<file path="src/rtl/mult8_pp_accum_if.sv">
// Handshake bundle between a mult8 partition stage and the partial-product accumulator.
// ACC_W must match the ACC_W of the accumulator attached to the slave side.
interface mult8_pp_accum_if #(
    parameter int unsigned ACC_W = 16
) ();
    logic             in_valid;
    logic             in_ready;
    logic [10:0]      in_data;
    logic [3:0]       in_shift;
    logic             in_last;
    logic             out_valid;
    logic             out_ready;
    logic [ACC_W-1:0] out_product;
    logic             out_ovf;
    logic             out_trunc;
    logic             out_err;

    modport master (
        output in_valid, in_data, in_shift, in_last, out_ready,
        input  in_ready, out_valid, out_product, out_ovf, out_trunc, out_err
    );

    modport slave (
        input  in_valid, in_data, in_shift, in_last, out_ready,
        output in_ready, out_valid, out_product, out_ovf, out_trunc, out_err
    );
endinterface

</file>
<file path="src/rtl/mult8_pp_accum.sv">
// Accumulates shifted partial-product beats into one product, closed by in_last or a beat
// limit, and holds the result with sticky overflow/truncation/error flags until drained.
module mult8_pp_accum #(
    parameter int unsigned MAX_BEATS = 8,
    parameter int unsigned ACC_W     = 16
) (
    input logic           clk,
    input logic           rst_n,
    mult8_pp_accum_if.slave bus
);
    localparam int unsigned TermW = 19;
    localparam int unsigned CntW  = $clog2(MAX_BEATS + 1);

    localparam logic [1:0] StIdle  = 2'd0;
    localparam logic [1:0] StAccum = 2'd1;
    localparam logic [1:0] StDone  = 2'd2;

    logic [1:0]       state_q, state_d;
    logic [ACC_W-1:0] acc_q, acc_d;
    logic [CntW-1:0]  cnt_q, cnt_d;
    logic             ovf_q, ovf_d;
    logic             trunc_q, trunc_d;
    logic             err_q, err_d;
    logic             live_q, live_d;

    logic             in_ready;
    logic             accept;
    logic             first;
    logic [TermW-1:0] term;
    logic             term_hi_nz;
    logic [ACC_W-1:0] term_lo;
    logic [ACC_W-1:0] base;
    logic [ACC_W:0]   sum;
    logic             beat_ovf;
    logic [CntW-1:0]  cnt_inc;
    logic             at_limit;

    // live_q keeps in_ready low during reset and until the first clock edge after release.
    assign in_ready = live_q && (state_q != StDone);
    assign accept   = bus.in_valid && in_ready;
    assign first    = (state_q == StIdle);

    always_comb begin
        term       = {8'b0, bus.in_data} << bus.in_shift[2:0];
        term_hi_nz = (term >> ACC_W) != '0;
        term_lo    = ACC_W'(term);
        base       = first ? '0 : acc_q;
        sum        = {1'b0, base} + {1'b0, term_lo};
        beat_ovf   = term_hi_nz || sum[ACC_W];
        if (first) begin
            cnt_inc = CntW'(1);
        end else if (cnt_q == CntW'(MAX_BEATS)) begin
            cnt_inc = cnt_q;
        end else begin
            cnt_inc = cnt_q + CntW'(1);
        end
        at_limit = (cnt_inc == CntW'(MAX_BEATS));
    end

    always_comb begin
        state_d = state_q;
        acc_d   = acc_q;
        cnt_d   = cnt_q;
        ovf_d   = ovf_q;
        trunc_d = trunc_q;
        err_d   = err_q;
        live_d  = 1'b1;

        case (state_q)
            StIdle: begin
                if (accept) begin
                    // A new product drops the previous result's flags before this beat's own.
                    acc_d   = sum[ACC_W-1:0];
                    cnt_d   = cnt_inc;
                    ovf_d   = beat_ovf;
                    trunc_d = 1'b0;
                    err_d   = bus.in_shift[3];
                    state_d = bus.in_last ? StDone : StAccum;
                end
            end
            StAccum: begin
                if (accept) begin
                    acc_d = sum[ACC_W-1:0];
                    cnt_d = cnt_inc;
                    ovf_d = ovf_q || beat_ovf;
                    err_d = err_q || bus.in_shift[3];
                    if (bus.in_last) begin
                        state_d = StDone;
                    end else if (at_limit) begin
                        state_d = StDone;
                        trunc_d = 1'b1;
                    end
                end
            end
            StDone: begin
                if (bus.out_ready) begin
                    state_d = StIdle;
                    cnt_d   = '0;
                end
            end
            default: begin
                state_d = StIdle;
            end
        endcase
    end

    always_ff @(posedge clk or negedge rst_n) begin
        if (!rst_n) begin
            state_q <= StIdle;
            acc_q   <= '0;
            cnt_q   <= '0;
            ovf_q   <= 1'b0;
            trunc_q <= 1'b0;
            err_q   <= 1'b0;
            live_q  <= 1'b0;
        end else begin
            state_q <= state_d;
            acc_q   <= acc_d;
            cnt_q   <= cnt_d;
            ovf_q   <= ovf_d;
            trunc_q <= trunc_d;
            err_q   <= err_d;
            live_q  <= live_d;
        end
    end

    assign bus.in_ready    = in_ready;
    assign bus.out_valid   = (state_q == StDone);
    assign bus.out_product = acc_q;
    assign bus.out_ovf     = ovf_q;
    assign bus.out_trunc   = trunc_q;
    assign bus.out_err     = err_q;

    a_no_ready_in_done: assert property (@(posedge clk) disable iff (!rst_n)
        !(bus.in_ready && bus.out_valid));

    a_result_stable: assert property (@(posedge clk) disable iff (!rst_n)
        (bus.out_valid && !bus.out_ready) |=> $stable(bus.out_product) && bus.out_valid);
endmodule

</file>
<file path="src/flat_wrapper.sv">
// flat-port wrapper written by rule: the top's interface ports become plain ports
module mult8_pp_accum_flat 
#(
    parameter int unsigned MAX_BEATS = 8,
    parameter int unsigned ACC_W     = 16
)
  (clk, rst_n, bus_in_valid, bus_in_data, bus_in_shift, bus_in_last, bus_out_ready, bus_in_ready, bus_out_valid, bus_out_product, bus_out_ovf, bus_out_trunc, bus_out_err);
  mult8_pp_accum_if #(.ACC_W(ACC_W)) bus_i ();
  input logic clk;
  input logic rst_n;
  input wire logic [$bits(bus_i.in_valid)-1:0] bus_in_valid;
  input wire logic [$bits(bus_i.in_data)-1:0] bus_in_data;
  input wire logic [$bits(bus_i.in_shift)-1:0] bus_in_shift;
  input wire logic [$bits(bus_i.in_last)-1:0] bus_in_last;
  input wire logic [$bits(bus_i.out_ready)-1:0] bus_out_ready;
  output wire logic [$bits(bus_i.in_ready)-1:0] bus_in_ready;
  output wire logic [$bits(bus_i.out_valid)-1:0] bus_out_valid;
  output wire logic [$bits(bus_i.out_product)-1:0] bus_out_product;
  output wire logic [$bits(bus_i.out_ovf)-1:0] bus_out_ovf;
  output wire logic [$bits(bus_i.out_trunc)-1:0] bus_out_trunc;
  output wire logic [$bits(bus_i.out_err)-1:0] bus_out_err;
  assign bus_i.in_valid = bus_in_valid;
  assign bus_i.in_data = bus_in_data;
  assign bus_i.in_shift = bus_in_shift;
  assign bus_i.in_last = bus_in_last;
  assign bus_i.out_ready = bus_out_ready;
  assign bus_in_ready = bus_i.in_ready;
  assign bus_out_valid = bus_i.out_valid;
  assign bus_out_product = bus_i.out_product;
  assign bus_out_ovf = bus_i.out_ovf;
  assign bus_out_trunc = bus_i.out_trunc;
  assign bus_out_err = bus_i.out_err;
  mult8_pp_accum #(.MAX_BEATS(MAX_BEATS), .ACC_W(ACC_W)) u_core (.clk(clk), .rst_n(rst_n), .bus(bus_i));
endmodule
</file>
<file path="config.mk">
export PLATFORM = sky130hd
export DESIGN_NAME = mult8_pp_accum_flat
export DESIGN_NICKNAME = d
export VERILOG_FILES = /design/src/rtl/mult8_pp_accum_if.sv /design/src/rtl/mult8_pp_accum.sv /design/src/flat_wrapper.sv
export SDC_FILE = /design/constraint.sdc
export NUM_CORES = 1
export LEC_CHECK = 0
export BUFFER_PORTS_ARGS = -buffer_cell sky130_fd_sc_hd__buf_2
export CAP_MARGIN = 30
export CORE_MARGIN = 5
export CORE_UTILIZATION = 45
export DETAILED_ROUTE_END_ITERATION = 12
export PLACE_DENSITY_LB_ADDON = 0.3
export SETUP_SLACK_MARGIN = 0.1
export SYNTH_ARGS = -nofsm -noshare
export SYNTH_HDL_FRONTEND = slang
export SYNTH_SLANG_ARGS = --single-unit
</file>
<file path="constraint.sdc">
create_clock -name clk -period 4.15 [get_ports clk]
set_input_delay 0.83 -clock clk [delete_from_list [all_inputs] [get_ports clk]]
set_output_delay 0.83 -clock clk [all_outputs]
set_load 0.005 [all_outputs]
</file>
==> Word-level counts from Yosys, hierarchy flattened <==
Cells that the tools add are included.
{ "op_classes": {"addsub": 2, "eq_ne": 12, "shift": 1, "mux": 24, "reduce_logical": 15} }
{ "op_table": {"columns": ["op", "count"], "rows": [
  ["nonzero test 19 bit", 1],
  ["<< shifter 11 x 3 -> 19 bit", 1],
  ["adder 16 x 16 -> 17 bit", 1],
  ["two-way mux 16 bit", 1],
  ["two-way mux 4 bit", 4],
  ["two-way mux 2 bit", 6],
  ["== test 4 bit, second input constant", 2],
  ["two-way mux 1 bit", 8],
  ["inequality test 2 x 1 -> 1 bit, second input constant", 4],
  ["one-hot mux 4 bit (2 select lines)", 1],
  ["inequality test 2 bit, second input constant", 3],
  ["one-hot mux 1 bit (2 select lines)", 3],
  ["one-hot mux 2 bit (3 select lines)", 1],
  ["AND reduction 3 bit", 2],
  ["AND reduction 5 bit", 1],
  ["adder 4 x 1 -> 4 bit, second input constant", 1],
  ["AND reduction 4 bit", 1],
  ["nonzero test 2 bit", 2],
  ["logical OR 1 bit", 3],
  ["inequality test 3 x 2 -> 1 bit, second input constant", 1],
  ["== test 2 x 1 -> 1 bit, second input constant", 1],
  ["== test 2 bit, second input constant", 1],
  ["logical AND 1 bit", 2],
  ["zero test 2 bit", 1],
  ["2 further kinds", 2]
]} }
{ "word_totals": {"reg_bits": 26, "in_bits": 20} }

==> Longest topological paths before layout <==
Gate-level depths: netlist (run 1).
{ "logic_depth": {"ltp_word": 8, "ltp_mapped": 12, "ltp_nobuf": 12} }

==> Least setup slack after synthesis (run 1) <==
Ideal clock, no wire load.
{ "synth_timing": {"path_kind": "input-to-reg", "start": "input bus_in_shift[2]", "end": "register u_core.acc_q[12], in the netlist u_core.bus.out_product[12]", "setup_time_ns": 0.130, "t_arrival_ns": 2.992, "setup_slack_ns": 1.028, "path_stages": 11, "path_buffers": 2, "path_cell_list": "clkbuf_1 clkbuf_1 nor3_1 ha_1 fa_1 a211o_1 a21o_1 a31oi_4 o21ai_2 xnor2_1 o21ai_1"} }
{ "synth_via": {"elab_chain_cells": 2} }
{ "synth_rtl": {"columns": ["item", "line", "rtl"], "rows": [
  ["from (decl)", "flat_wrapper.sv:13", "input wire logic [$bits(bus_i.in_shift)-1:0] bus_in_shift;"],
  ["<< shifter 11 x 3 -> 19 bit", "mult8_pp_accum.sv:44", "term = {8'b0, bus.in_data} << bus.in_shift[2:0];"],
  ["adder 16 x 16 -> 17 bit", "mult8_pp_accum.sv:48", "sum = {1'b0, base} + {1'b0, term_lo};"],
  ["to (signal assigned)", "mult8_pp_accum.sv:110", "acc_q <= '0;"],
  ["to (signal assigned)", "mult8_pp_accum.sv:118", "acc_q <= acc_d;"],
  ["to (decl)", "mult8_pp_accum.sv:19", "logic [ACC_W-1:0] acc_q, acc_d;"]
]} }
Every way passes these cells.
A chain may end at the register's enable or synchronous reset.

==> Final worst setup path (run 1) <==
{ "layout_timing": {"start": "input bus_in_shift[0]", "end": "register u_core.acc_q[14], in the netlist u_core.bus.out_product[14]"} }
The elaborated chain is that of the path after synthesis.

==> results.md, run 1 <==
- Status: finished, final reports clean
- DRT antenna net count: 0
- WP data arrival: 3.24 ns
- Wire per inst: between 10 and 15 um
- DIE HEIGHT: 81.78 um
- Req. time, crit path: 4.31 ns
- Synthesized Nets: 332
- CTS Root Cell: clkbuf_8
- GRT overflow: 0
- Final max-slew violation count: 0
- Crit. End Element: flip-flop
- CP Class: in -> reg
- Post-Route Setup TNS: 0 ns
- Largest family of logic cells by synthesized area: compound AO/OA/AOI/OAI gates
- Core Area: approximately 5000 sq um
- Net Sw Frac: a little under two fifths
- Final Setup Violations: 0
- Max_slew headroom: 43.85%
- FF/Latch Area: 650.6 sq um
- Post-synth top area cell: dfrtp_1
- Worst hold slack: 0.5078 ns
- Total power: 1.073 mW
- #FFs+latches synth: 26
- Sw power: 0.4059 mW
- CP startpoint kind: input pin
- Compound-Gate Fraction of Synth Area: around a quarter
- Area of the multi-input gates: 1595 sq um
- Fin. Hold Viols: 0
- Top Ports: about 40
- Power Density: 404.2 nW/um^2
- Yosys top cell area share: between 20% and 30%
- Final GP Congestion: 0.9015
- Synth Flop Type: dfrtp_1
- Setup slack, reg-to-reg: about 1.3 ns
- Slowest cell on crit path: mux2_2
- RR Startpoint: u_core.state_q[0]
- CP max stage delay: 0.39 ns
- Final Skew: 0.005637 ns
- Vias: 2173
- Largest net degree at the start of global routing: 28
- CTS tree: done
- First-pass GRT wire length: 9259 um
- First-pass detailed-route iteration total: 4
- Hold-fix buffers, CTS: 0
- Avg Cell Area, Syn: 7.913 sq um
- Area post-placement: ~2600 sq um
- DRC: 0
- Fin util: 52.63%
- CP cell instances: buf_2 -> mux2_2 -> or2_2 -> o211ai_1 -> o31ai_1 -> ha_1 -> a21oi_2 -> and2b_1 -> a211oi_1 -> o21ai_1 -> nand4b_1 -> o311ai_1
- Initial antenna violation count: 0
- Nets: between 300 and 400
- Worst IR Drop VDD: between 200 and 300 uV
- P_leak: 1.279 nW
- Most frequent cell after synthesis: nand2_1
- Dpl hpwl: 4324 um
- Int Pwr: 0.6668 mW
- Sink Count: 26
- Share of cells above drive strength 1: 17.02%
- Min-delay worst type: reg -> reg
- CTS H-tree depth: 1
- Num CTS Buffers: 3
- Initial Util: 45.98%
- 1st-iter DRT viols: between 100 and 150
- Dominant cells by area after synthesis: dfrtp_1, ha_1, nand2_1, o21ai_0, nor2b_1
- Fin crit period: 3.082 ns
- RSZ-0062 raised after global routing: no
- Clock Path Buffers: 2
- Distinct cells, synth: 47
- # port buffers: 40
- Clock network fraction of total power: 20.1%
- Async SR Flop Fraction: 100.0%
- Vias in the first global route: roughly 2100
- Post-Synthesis Cells: 293
- Simple-gate share of the synthesized area: 22.72%
- Die width: 81.78 um
- Period utilisation layout: 74.28%
- FF-to-FF End: u_core.bus.out_product[12]
- EDFF count, synth: 0
- Share of total power in combinational logic: a little under half
- Post-synthesis mux area share: 5.882%
- CP Max Fanout: 13
- Hold Path End: u_core.bus.out_product[6]
- Worst-Skew Late Latency: 0.28 ns
- Hold path start: u_core.bus.out_product[6]
- Seq/Total Area, Yosys: between 20% and 30%
- YS warnings: 0
- GRT Util Overall: 17.44%
- Adder-cell share of the synthesized area: roughly a tenth
- Area Overhead vs Synth: 14.46%
- Hold Path Cell Cnt: 2
- Vias per cell: around 5.4
- Worst R2R Path Depth: 10
- Mapped cell area: 2318 sq um
- XOR/XNOR Fraction of Synth Area: 4.911%
- Max cap viols: 0
- Reg power frac: 34.6%
- Filler cells: 498
- Final wirelength: 5522 um
- # rows: 26
- Clock slew at reported path FFs: 0.10 ns
- Fmax: roughly 0.32 GHz
- Post CTS Setup Buffer Count: 0
- Worst Setup SP: bus_in_shift[0]
- Total die area: 6688 sq um
- Resized cells post-CTS: 0
- Synth cell count leaders: nand2_1, dfrtp_1, o21ai_0
- Worst Tran Pin Value: about 0.84 ns
- N_diodes: 0
- Final instance area: 2654 sq um
-- logic make-up after synthesis --
kind of cell               Yosys count
xor gates and xnor gates            13
muxes                               13
and+or+nand+nor                    113
buffers and inverters               19
DFF                                 26
other                                1
adders and majority gates           19
AOI/OAI and AO/OA                   89
-- flip-flops by register name (all words and copies together) (netlist names) --
signal and flops:
u_core.live_q 1, u_core.bus.out_ovf 1, u_core.bus.out_err 1, u_core.bus.out_product 16, u_core.state_q 2, u_core.bus.out_trunc 1
u_core.cnt_q 4
-- cells in the final DEF, fill, tap and decap left out, types with 5 or more instances in the layout --
cell type and instances:
nand2_1 49, buf_2 40, dfrtp_1 26, o21ai_0 25, nor2_1 20, a21oi_1 18, ha_1 18, nor2b_1 17
inv_1 9, mux2i_1 8, nand3_1 7, xnor2_1 7, o211ai_1 6, o21ai_1 6, xor2_1 6, mux2_2 5
-- cell type report --
cell class              count  share of cell area, %
clock inverters             1                  1.132
flip-flops and latches     26                  24.52
inverters                   9                  1.273
multi-input cells         248                  60.11
well taps                  70                  3.300
clock buffers               3                  1.556
repair buffers             42                  8.109
-- worst max path at each step --
| stage | end | slack, ns |
|---|---|---|
| 6_report | u_core.bus.out_product[14] | 1.07 |
| 5_1_grt | u_core.bus.out_product[14] | 0.80 |
| 4_1_cts | u_core.bus.out_product[14] | 1.07 |
| 3_5_place_dp | u_core.bus.out_product[14] | 0.77 |
| 3_3_place_gp | u_core.bus.out_product[14] | 0.86 |
| 2_1_floorplan | u_core.bus.out_product[12] | 1.03 |
-- power by group through the flow --
stage / combinational, mW / sequential, mW / clock [mW]
floorplan: 0.333 / 0.370 / 0
global route: 0.552 / 0.382 / 0.232
detailed placement: 0.489 / 0.375 / 0
CTS: 0.490 / 0.371 / 0.224
global placement: 0.480 / 0.373 / 0
finish: 0.486 / 0.371 / 0.216
-- stage by stage --
| step | setup WS [ns] | std cells |
|---|---|---|
| after global placement | 0.8626 | 395 |
| after floorplan | 1.028 | 293 |
| after detailed placement | 0.7716 | 395 |
| after CTS | 1.074 | 399 |
| after global routing | 0.7993 | 399 |
| final | 1.068 | 399 |
-- critical path: cells and delay by family --
family                     cells  cell delay [ns]
muxes                          1             0.39
adders and majority gates      1             0.23
buffers and inverters          1             0.26
AOI/OAI and AO/OA              6             0.92
and+or+nand+nor                3             0.61
-- per-layer routing --
layer	vias to the layer above	wire, um	part of all wire, %	GRT usage [%]
met5	-	0	0	0
met4	0	54	0.98	3.821
met3	9	192	3.5	2.741
met2	46	2641	48	30.13
met1	1004	2633	48	22.82
li1	1114	-	-	-
Power figures use the tool's default switching activity.
==> inputs of run 2 (changes only) <==
==> constraint.sdc (replaced) <==
create_clock -name clk -period 3 [get_ports clk]
set_input_delay 0.6 -clock clk [delete_from_list [all_inputs] [get_ports clk]]
set_output_delay 0.6 -clock clk [all_outputs]
set_load 0.005 [all_outputs]
==> run 2 against run 1 <==
Register-to-register slack worse by 0.98 ns. Sequential cell count stayed put. First-iteration DRC count is 23% lower. Cell count is 2.8% higher. Combinational power is 43% higher. Worst setup slack worse by 0.88 ns. Clock power is 6% higher. Sequential share of layout area is 0.77 points lower. Clock skew is 0.0022 ns lower. Global-route usage is 0.88 points lower. Critical path depth stayed put. Largest power group unchanged.
==> results.md, run 2 (synthesized netlist as in run 1, its figures left out) <==
- Final GP Congestion: 0.8458 (-6.2%)
- DRC: 0 (unchanged)
- Final instance area: 2740 sq um (+3.3%)
- Clock slew at reported path FFs: 0.09 ns (about the same)
- Final worst slack: 0.1871 ns (-0.8805 ns)
- Most common cell after layout, fill and taps aside: nand2_1
- CTS Root Cell: clkbuf_8
- # rows: 26 (unchanged)
- Largest net degree at the start of global routing: 27 (-3.6%)
- Post CTS Setup Buffer Count: 0 (unchanged)
- Most frequent cells in the layout: nand2_1, buf_2, dfrtp_1
- Fin crit period: 2.813 ns
- GRT overflow: 0 (unchanged)
- Clock Path Buffers: 2 (unchanged)
- Power Density: 522.9 nW/um^2 (+29%)
- CP Class: in -> reg
- M1 WL: 2591 um (-1.6%)
- 1st-iter DRT viols: 78 (-23%)
- Cell Count, Final, Fillers Out: 410 (+2.8%)
- Num CTS Buffers: 3 (unchanged)
- Total power: 1.433 mW (+34%)
- Crit. End Element: flip-flop
- Dpl cells: 406 (+2.8%)
- Final Setup Violations: 0 (unchanged)
- CTS tree: done
- Area Overhead vs Synth: 18.19%
- DIE HEIGHT: 81.78 um (unchanged)
- Nets: 380 (+3.0%)
- DRT antenna net count: 0 (unchanged)
- Vias per cell: 5.359 (-1.6%)
- CTS H-tree depth: 1 (unchanged)
- First-pass GRT wire length: 8735 um (-5.7%)
- Top sig layer: met4
- Share of cells above drive strength 1: 20.00% (+3.0 points)
- Resized cells post-CTS: 0 (unchanged)
- Fmax: 0.3555 GHz
- Final Skew: 0.003398 ns (-0.002239 ns)
- N_diodes: 0 (unchanged)
- Met3 WL post-DR: 230 um (+20%)
- Top Ports: 41 (unchanged)
- Fin. Hold Viols: 0 (unchanged)
- Die width: 81.78 um (unchanged)
- Metal2 WL: 2512 um (-4.9%)
- Area post-placement: 2678 sq um (+3.7%)
- Fin util: 54.34% (+1.7 points)
- First-pass detailed-route iteration total: 4 (unchanged)
- Worst-Skew Late Latency: 0.27 ns (about the same)
- Dpl hpwl: 4342 um (+0.42%)
- P_leak: 1.333 nW (+4.2%)
- CP Max Fanout: 10 (-3)
- Vias in the first global route: 1944 (-6.4%)
- Sink Count: 26 (unchanged)
- Core Area: 5042 sq um (unchanged)
- # port buffers: 40 (unchanged)
- Max_slew headroom: 59.43% (+16 points)
- Max reg flops: 16 (unchanged)
- Final wirelength: 5436 um (-1.6%)
- Pre-CTS WS: -0.09068 ns (-0.8622 ns)
- WP data arrival: 2.96 ns (-0.28 ns)
- Worst Setup SP: bus_in_shift[0]
- Initial antenna violation count: 0 (unchanged)
- Status: finished, final reports clean
- RSZ-0062 raised after global routing: no
- Total die area: 6688 sq um (unchanged)
- Worst IR Drop VDD: 401.6 uV (+49%)
- Period utilisation layout: between 90% and 100%
- Req. time, crit path: 3.15 ns (-1.16 ns)
- Final max-slew violation count: 0 (unchanged)
- Vias: 2197 (+1.1%)
- Initial Util: 45.98% (unchanged)
- Worst Tran Pin Value: 0.6085 ns (-0.2307 ns)
- Hold-fix buffers, CTS: 0 (unchanged)
- Min-delay worst type: in -> async
- Wire per inst: 13.26 um (-4.2%)
- RR Startpoint: u_core.state_q[0]
- CP startpoint kind: input pin
- GRT Util Overall: 16.56% (-0.88 points)
- Max cap viols: 0 (unchanged)
-- run 2: changes by cell type in the layout (fill, tap and decap cells not counted) --
cell       change
buf_12         +1
buf_2          -1
nor3_2         +1
clkbuf_4       +1
bufinv_16      -1
buf_4         +10
nor3_1         -1
clkbuf_8       +1
-- run 2: final timing paths --
kind                                              endpoint  slack (ns)  depth (start not counted)
min in group clk                 u_core.bus.out_product[6]        0.50                          2
worst max register to register  u_core.bus.out_product[12]        0.29                         10
worst min register to register   u_core.bus.out_product[6]        0.50                          2
worst max-delay path            u_core.bus.out_product[14]        0.19                         12
worst min-delay path            u_core.bus.out_product[15]        0.33                          1
max in group asynchronous                u_core.state_q[1]        2.28                          1
-- run 2: where the power goes --
group	internal [mW]	switching (mW)
Sequential	0.439	0.0680
Clock	0.118	0.113
Combinational	0.325	0.371
Total	0.882	0.551
-- run 2: worst max-delay path: stages --
cell and delay, ns:
clkbuf_4 0.19, mux2_2 0.37, or2_2 0.29, o211ai_1 0.10, o31ai_1 0.10, ha_1 0.23, a21oi_2 0.18, and2b_1 0.21
a211oi_1 0.30, o21ai_1 0.18, nand4b_1 0.13, o311ai_1 0.10
-- run 2: per-stage QoR --
step	hold slack, ns	setup TNS [ns]
2_1_floorplan	0.3044	0
3_3_place_gp	0.4738	0
3_5_place_dp	0.4859	-0.2376
4_1_cts	0.3462	0
5_1_grt	0.3645	0
6_report	0.3267	0
-- run 2: final cells by class --
cell class	count	area, sq um
clock buffer	4	55.05
fill	500	2302
tap	70	87.58
sequential	26	650.6
multi-input combinational	248	1600
inverter	9	33.78
timing repair buffer	53	312.8
-- run 2: layer usage --
layer	GRT usage, %	vias to the layer above
met2	26.49	47
met3	3.180	8
met4	4.319	0
li1	-	1138
met5	0	-
met1	22.81	1004
